<file path="config.mk">
export PLATFORM = sky130hd
export DESIGN_NAME = spi_cmd_master
export DESIGN_NICKNAME = d
export VERILOG_FILES = /design/src/rtl/spi_cmd_pkg.sv /design/src/rtl/spi_cmd_master_clk_div.sv /design/src/rtl/spi_cmd_master.sv
export SDC_FILE = /design/constraint.sdc
export NUM_CORES = 1
export LEC_CHECK = 0
export CAP_MARGIN = 10
export CORE_UTILIZATION = 54
export CTS_CLUSTER_SIZE = 24
export DETAILED_ROUTE_END_ITERATION = 8
export GPL_TIMING_DRIVEN = 0
export PLACE_DENSITY = 0.85
export SLEW_MARGIN = 20
export SYNTH_ARGS = -nofsm -noshare
export SYNTH_HDL_FRONTEND = slang
export SYNTH_HIERARCHICAL = 1
export SYNTH_SLANG_ARGS = --single-unit
</file>
<file path="constraint.sdc">
create_clock -name clk -period 2.5 [get_ports clk]
set_input_delay 0.625 -clock clk [delete_from_list [all_inputs] [get_ports clk]]
set_output_delay 0.625 -clock clk [all_outputs]
set_load 0.005 [all_outputs]
</file>
<file path="src/rtl/spi_cmd_pkg.sv">
// Purpose: shared command codes, FSM state type and frame-length helpers for the gimbal SPI command engine.
// Latency: n/a (definitions only).
// Backpressure: n/a.
package spi_cmd_pkg;

  // Host command codes
  localparam logic [7:0] CMD_RESET      = 8'hFF;
  localparam logic [7:0] CMD_SET_PITCH  = 8'h11;
  localparam logic [7:0] CMD_GET_PITCH  = 8'h12;
  localparam logic [7:0] CMD_SET_YAW    = 8'h21;
  localparam logic [7:0] CMD_GET_YAW    = 8'h22;
  localparam logic [7:0] CMD_TOGGLE_LED = 8'h31;

  typedef enum logic [2:0] {
    IDLE,
    SETUP,
    SHIFT,
    HOLD,
    GAP
  } state_t;

  // Number of SPI bits clocked for a given command; unknown codes send only the id byte
  function automatic logic [5:0] frame_bits(input logic [7:0] id);
    case (id)
      CMD_SET_PITCH, CMD_SET_YAW: frame_bits = 6'd32;
      CMD_GET_PITCH, CMD_GET_YAW: frame_bits = 6'd24;
      default:                    frame_bits = 6'd8;
    endcase
  endfunction

  // GET commands are the only ones whose MISO data is reported back
  function automatic logic cmd_is_get(input logic [7:0] id);
    cmd_is_get = (id == CMD_GET_PITCH) || (id == CMD_GET_YAW);
  endfunction

  function automatic logic cmd_known(input logic [7:0] id);
    case (id)
      CMD_RESET, CMD_SET_PITCH, CMD_GET_PITCH,
      CMD_SET_YAW, CMD_GET_YAW, CMD_TOGGLE_LED: cmd_known = 1'b1;
      default:                                  cmd_known = 1'b0;
    endcase
  endfunction

endpackage

</file>
<file path="src/rtl/spi_cmd_master_clk_div.sv">
// Purpose: SPI half-period tick generator; counts 0..CLK_DIV-1 and ticks on the last count.
// Latency: first tick CLK_DIV cycles after a clear (acts on the CLK_DIV-th edge).
// Backpressure: none; free-running apart from the synchronous clear.
module spi_clk_div #(
  parameter int CLK_DIV = 4
) (
  input  logic clk,
  input  logic rst,
  input  logic clr,
  output logic tick
);

  localparam int CW = $clog2(CLK_DIV);

  logic [CW-1:0] cnt;

  // Wrap-around divider, restarted so the first half-period after a clear is full length
  always_ff @(posedge clk) begin
    if (rst || clr) begin
      cnt <= '0;
    end else if (cnt == CW'(CLK_DIV - 1)) begin
      cnt <= '0;
    end else begin
      cnt <= cnt + 1'b1;
    end
  end

  assign tick = (cnt == CW'(CLK_DIV - 1));

endmodule

</file>
<file path="src/rtl/spi_cmd_master.sv">
// Purpose: turns single-cycle host commands into framed MSB-first SPI transactions and returns GET counts.
// Latency: rsp_valid CLK_DIV*(2*nbits+2+CS_GAP) cycles after acceptance (nbits = 8, 24 or 32).
// Backpressure: cmd_ready low from the cycle after acceptance until the rsp_valid cycle; cmd_valid ignored while busy.
module spi_cmd_master
  import spi_cmd_pkg::*;
#(
  parameter int CLK_DIV       = 4,
  parameter int CS_GAP        = 2,
  parameter int MSG_WIDTH     = 8,
  parameter int QD_DATA_WIDTH = 16
) (
  input  logic                     clk,
  input  logic                     rst,
  input  logic                     cmd_valid,
  output logic                     cmd_ready,
  input  logic [MSG_WIDTH-1:0]     cmd_id,
  input  logic                     cmd_dir,
  input  logic [13:0]              cmd_pwm,
  output logic                     rsp_valid,
  output logic [QD_DATA_WIDTH-1:0] rsp_count,
  output logic                     rsp_err,
  output logic                     SPI_CLK,
  output logic                     SPI_CS,
  output logic                     SPI_MOSI,
  input  logic                     SPI_MISO
);

  // Longest frame is four words (SET: id, dir byte, pwm high, pwm low)
  localparam int FRAME_W = 4 * MSG_WIDTH;
  localparam int GW      = (CS_GAP > 1) ? $clog2(CS_GAP) : 1;

  state_t                     state;
  logic [FRAME_W-1:0]         frame_word;
  logic [FRAME_W-1:0]         tx_sh;
  logic [QD_DATA_WIDTH-1:0]   rx_sh;
  logic [5:0]                 bit_cnt;
  logic [GW-1:0]              gap_cnt;
  logic [MSG_WIDTH-1:0]       id_q;
  logic                       accept;
  logic                       tick;

  // cmd_ready is only high in IDLE, so this is the single acceptance strobe
  assign accept = cmd_valid && cmd_ready;

  spi_clk_div #(
    .CLK_DIV (CLK_DIV)
  ) u_clk_div (
    .clk  (clk),
    .rst  (rst),
    .clr  (accept),
    .tick (tick)
  );

  // Left-align the outgoing frame so the MSB always sits at the top of the shifter
  always_comb begin
    frame_word = '0;
    case (frame_bits(cmd_id))
      6'd32:   frame_word = {cmd_id, 7'b0, cmd_dir, 2'b0, cmd_pwm};
      6'd24:   frame_word = {cmd_id, 16'h0000, 8'h00};
      default: frame_word = {cmd_id, 24'h000000};
    endcase
  end

  // Frame sequencer: IDLE -> SETUP -> SHIFT (rise/fall pairs) -> HOLD -> GAP -> IDLE
  always_ff @(posedge clk) begin
    if (rst) begin
      state     <= IDLE;
      SPI_CS    <= 1'b1;
      SPI_CLK   <= 1'b0;
      SPI_MOSI  <= 1'b0;
      cmd_ready <= 1'b1;
      rsp_valid <= 1'b0;
      rsp_count <= '0;
      rsp_err   <= 1'b0;
      tx_sh     <= '0;
      rx_sh     <= '0;
      bit_cnt   <= '0;
      gap_cnt   <= '0;
      id_q      <= '0;
    end else begin
      rsp_valid <= 1'b0;
      case (state)
        IDLE: begin
          if (accept) begin
            id_q      <= cmd_id;
            tx_sh     <= frame_word << 1;
            SPI_MOSI  <= frame_word[FRAME_W-1];
            SPI_CS    <= 1'b0;
            cmd_ready <= 1'b0;
            bit_cnt   <= frame_bits(cmd_id);
            rx_sh     <= '0;
            state     <= SETUP;
          end
        end
        SETUP: begin
          // First MOSI bit settles for a full half-period before the first rising edge
          if (tick) begin
            state <= SHIFT;
          end
        end
        SHIFT: begin
          if (tick) begin
            if (!SPI_CLK) begin
              // Rising edge: the slave samples MOSI and updates MISO
              SPI_CLK <= 1'b1;
            end else begin
              // Falling edge: capture MISO and advance to the next MOSI bit
              SPI_CLK <= 1'b0;
              rx_sh   <= {rx_sh[QD_DATA_WIDTH-2:0], SPI_MISO};
              bit_cnt <= bit_cnt - 1'b1;
              if (bit_cnt == 6'd1) begin
                SPI_MOSI <= 1'b0;
                state    <= HOLD;
              end else begin
                SPI_MOSI <= tx_sh[FRAME_W-1];
                tx_sh    <= tx_sh << 1;
              end
            end
          end
        end
        HOLD: begin
          // Keep CS low for one half-period after the last falling edge
          if (tick) begin
            SPI_CS  <= 1'b1;
            gap_cnt <= '0;
            state   <= GAP;
          end
        end
        GAP: begin
          if (tick) begin
            if (gap_cnt == GW'(CS_GAP - 1)) begin
              rsp_valid <= 1'b1;
              rsp_count <= cmd_is_get(id_q) ? rx_sh : '0;
              rsp_err   <= !cmd_known(id_q);
              cmd_ready <= 1'b1;
              state     <= IDLE;
            end else begin
              gap_cnt <= gap_cnt + 1'b1;
            end
          end
        end
        default: begin
          state <= IDLE;
        end
      endcase
    end
  end

endmodule

</file>
==> flow_metrics.py <==
metrics = {
    "timing": {
        "post-route-period-util_pct": 94.32,
        "timing.fmax_mhz": 424.1,
        "max_slew.worst_pin.slew_ns": 0.8040,
        "setup_viol": 0,
        "period_needed_ns": 2.358,
        "drv_slew": 0,
        "relSlewSlack_pct": 45.99,
        "clock_skew_ns": 0.01209,
        "hold_violations": 0,
        "rsz0062_at_grt": "false",
        "setup_slack_ns": 0.1421,
    },
    "synth": {
        "ys_dominant_reg_cell": "dfxtp_1",
        "avgSynthCellArea_sq_um": 9.172,
        "syn_inst": 405,
        "yosysMostFrequentCell": "dfxtp_1",
        "synth-seq-cells": 89,
        "synth_cell_types": 55,
        "synth_commonest_cells": "89 x dfxtp_1, 59 x nand2_1, 46 x a21oi_1",
        "yosysTopAreaCell": "dfxtp_1",
        "syn-num-nets": 435,
        "synth_edf_count": 0,
        "yosysWarnings": 6,
        "yosysTopAreaCellShare_pct": 47.96,
        "synth.cell_area_sq_um": 3715,
        "synth-seq-area-share_pct": 47.96,
        "synth_area_leaders": "dfxtp_1 48%, a21oi_1 6.2%, nand2_1 6.0%",
        "async_flop_share_pct": 0,
    },
    "clocking": {
        "clk_path_buf_depth": 2,
        "htree_levels": 3,
        "cts_made_buffers": 9,
        "hold_buffers": 0,
        "cts_setup_buffers": 0,
        "clock-sinks": 89,
        "ctsRootBufferMaster": "clkbuf_8",
        "clk_pin_slew_worst_paths_ns": 0.10,
        "cts_resized": 0,
        "cts_tree": "done",
        "clock_latency_ns": 0.36,
    },
    "critical_path": {
        "r2r_slack_ns": 0.29,
        "critPathArrivalTime_ns": 2.65,
        "reg2reg_to": "rsp_count[10]",
        "worst_setup_path_start_kind": "primary input",
        "critical_path.max_fanout": 10,
        "end_kind": "flop",
        "rr_worst_depth": 5,
        "critPathRequiredTime_ns": 2.79,
        "r2r_start": "u_clk_div/cnt[0]",
        "crit_type": "in -> reg",
    },
    "grt": {
        "antenna_found_initial": 0,
        "grt.total_usage_pct": 24.97,
        "first_global_vias": 3034,
        "grt_max_degree": 17,
        "grt_first_pass_wirelength_microns": 14370,
        "overflow": 0,
    },
    "place": {
        "place_ws_ns": -0.2443,
        "dpl.cell_count": 530,
        "dp_hpwl_microns": 6049,
        "io_buffers": 48,
        "gp_congestion": 0.8558,
    },
    "power": {
        "ir_drop_v": 0.0004228,
        "power_density_nw_per_um2": 632.3,
        "p_total_mw": 2.842,
        "cellLeakagePower_nw": 1.586,
    },
    "detailed_routing": {
        "first_iter_violations": 207,
        "vias": 3368,
        "drt_wl_total_microns": 8740,
        "ant_nets": 0,
        "drc": 4,
        "first_pass_iters": 7,
        "wl_per_cell_microns": 16.01,
        "routed_via_density": 6.168,
    },
    "finish": {
        "fillers": 512,
        "stdcell_count": 546,
        "fin_util_pct": 69.20,
        "area_growth_pct": 20.98,
        "insertedDiodeCount": 0,
        "fin_nets": 494,
        "drive_gt1_share_pct": 9.382,
    },
    "die": {
        "dieArea_sq_um": 7215,
        "num_rows": 29,
        "die_y_microns": 84.94,
        "core_area_sq_um": 6495,
        "initial_core_util_pct": 57.20,
        "die_w_microns": 84.94,
        "ioPinCount": 49,
    },
    "outcome": {
        "violations": "design-rule violations",
        "outcome": "complete, but fails checks",
    },
    "flow_run": {
        "drv_cap": 0,
    },
    "hold_path": {
        "min_from": "u_clk_div/cnt[0]",
        "hold_path_class": "reg -> reg",
        "holdPathStages": 1,
        "hold_end": "u_clk_div/cnt[0]",
    },
}
## critical path, stage by stage
cell             delay, ns
clkdlybuf4s50_1       0.45
or4_4                 0.57
nor4_4                0.54
buf_6                 0.22
a22oi_1               0.08
a21oi_1               0.17
## how the worst max path moves through the flow
stage	start	to	slack (ns)	cells past startpoint
2_1_floorplan	cmd_id[7]	tx_sh[1]	0.47	5
4_1_cts	cmd_id[2]	tx_sh[5]	0.14	6
3_3_place_gp	cmd_valid	tx_sh[30]	-0.18	6
5_1_grt	cmd_valid	tx_sh[30]	0.02	6
6_report	cmd_id[2]	tx_sh[5]	0.14	6
3_5_place_dp	cmd_id[2]	tx_sh[5]	-0.24	6
## state kept, by name (all words and copies together) (netlist names), 2 cells and up
register       flops
tx_sh             31
rsp_count         16
rx_sh             16
id_q               8
bit_cnt            6
state              3
u_clk_div/cnt      2
## layout by cell type, fill, tap and decap left out, types with 5 or more instances in the layout
| cell | n |
|---|---|
| dfxtp_1 | 89 |
| nand2_1 | 59 |
| clkdlybuf4s50_1 | 48 |
| a21oi_1 | 46 |
| nand3_1 | 20 |
| clkbuf_1 | 19 |
| a22o_1 | 16 |
| o31ai_1 | 15 |
| a22oi_1 | 14 |
| nor3_1 | 13 |
| o21ai_0 | 11 |
| nor2_1 | 9 |
| clkbuf_8 | 9 |
| a311oi_1 | 8 |
| buf_2 | 7 |
| nand4_1 | 6 |
| inv_1 | 5 |
## metrics by stage
| stage | hold WS [ns] | setup TNS, ns | cell area [sq um] |
|---|---|---|---|
| 2_1_floorplan | 0.4092 | 0 | 3715 |
| 3_3_place_gp | 0.4177 | -3.887 | 4292 |
| 3_5_place_dp | 0.4283 | -4.465 | 4292 |
| 4_1_cts | 0.4410 | 0 | 4494 |
| 5_1_grt | 0.4635 | 0 | 4494 |
| 6_report | 0.4370 | 0 | 4494 |
## cell type report
cell class              instances  area (sq um)  share of cell area, %
plain buffers                  34         173.9                  3.870
clock buffers                   9         123.9                  2.756
clock inverters                 7         78.83                  1.754
inverters                       5         18.77                 0.4176
multi-input cells             277          1740                  38.72
flip-flops and latches         89          1782                  39.64
well taps                      77         96.34                  2.144
repair buffers                 48         480.5                  10.69
## logic make-up (layout without fill, tap and decap cells)
| group | count (synthesis) | in the layout | synth area share [%] |
|---|---|---|---|
| muxes | 1 | 1 | 0.3031 |
| buffers and inverters | 39 | 103 | 5.187 |
| AOI/OAI and AO/OA | 132 | 132 | 24.96 |
| and+or+nand+nor | 137 | 137 | 19.64 |
| xor gates and xnor gates | 4 | 4 | 0.9433 |
| DFF | 89 | 89 | 47.96 |
| adders and majority gates | 3 | 3 | 1.011 |
## power by group
group	internal (mW)	switching, mW	total (mW)
clock network	0.472	0.539	1.01
registers	1.47	0.0415	1.51
logic	0.133	0.185	0.318
total	2.08	0.765	2.84
## routing by layer
layer | vias to the layer above | track usage, % | wire, microns
met1 | 1614 | 32.55 | 3951
met3 | 19 | 3.502 | 388
met2 | 113 | 41.50 | 4230
met4 | 0 | 10.79 | 171
li1 | 1622 | - | -
met5 | - | 0 | 0
(Power assumes the default switching activity.)
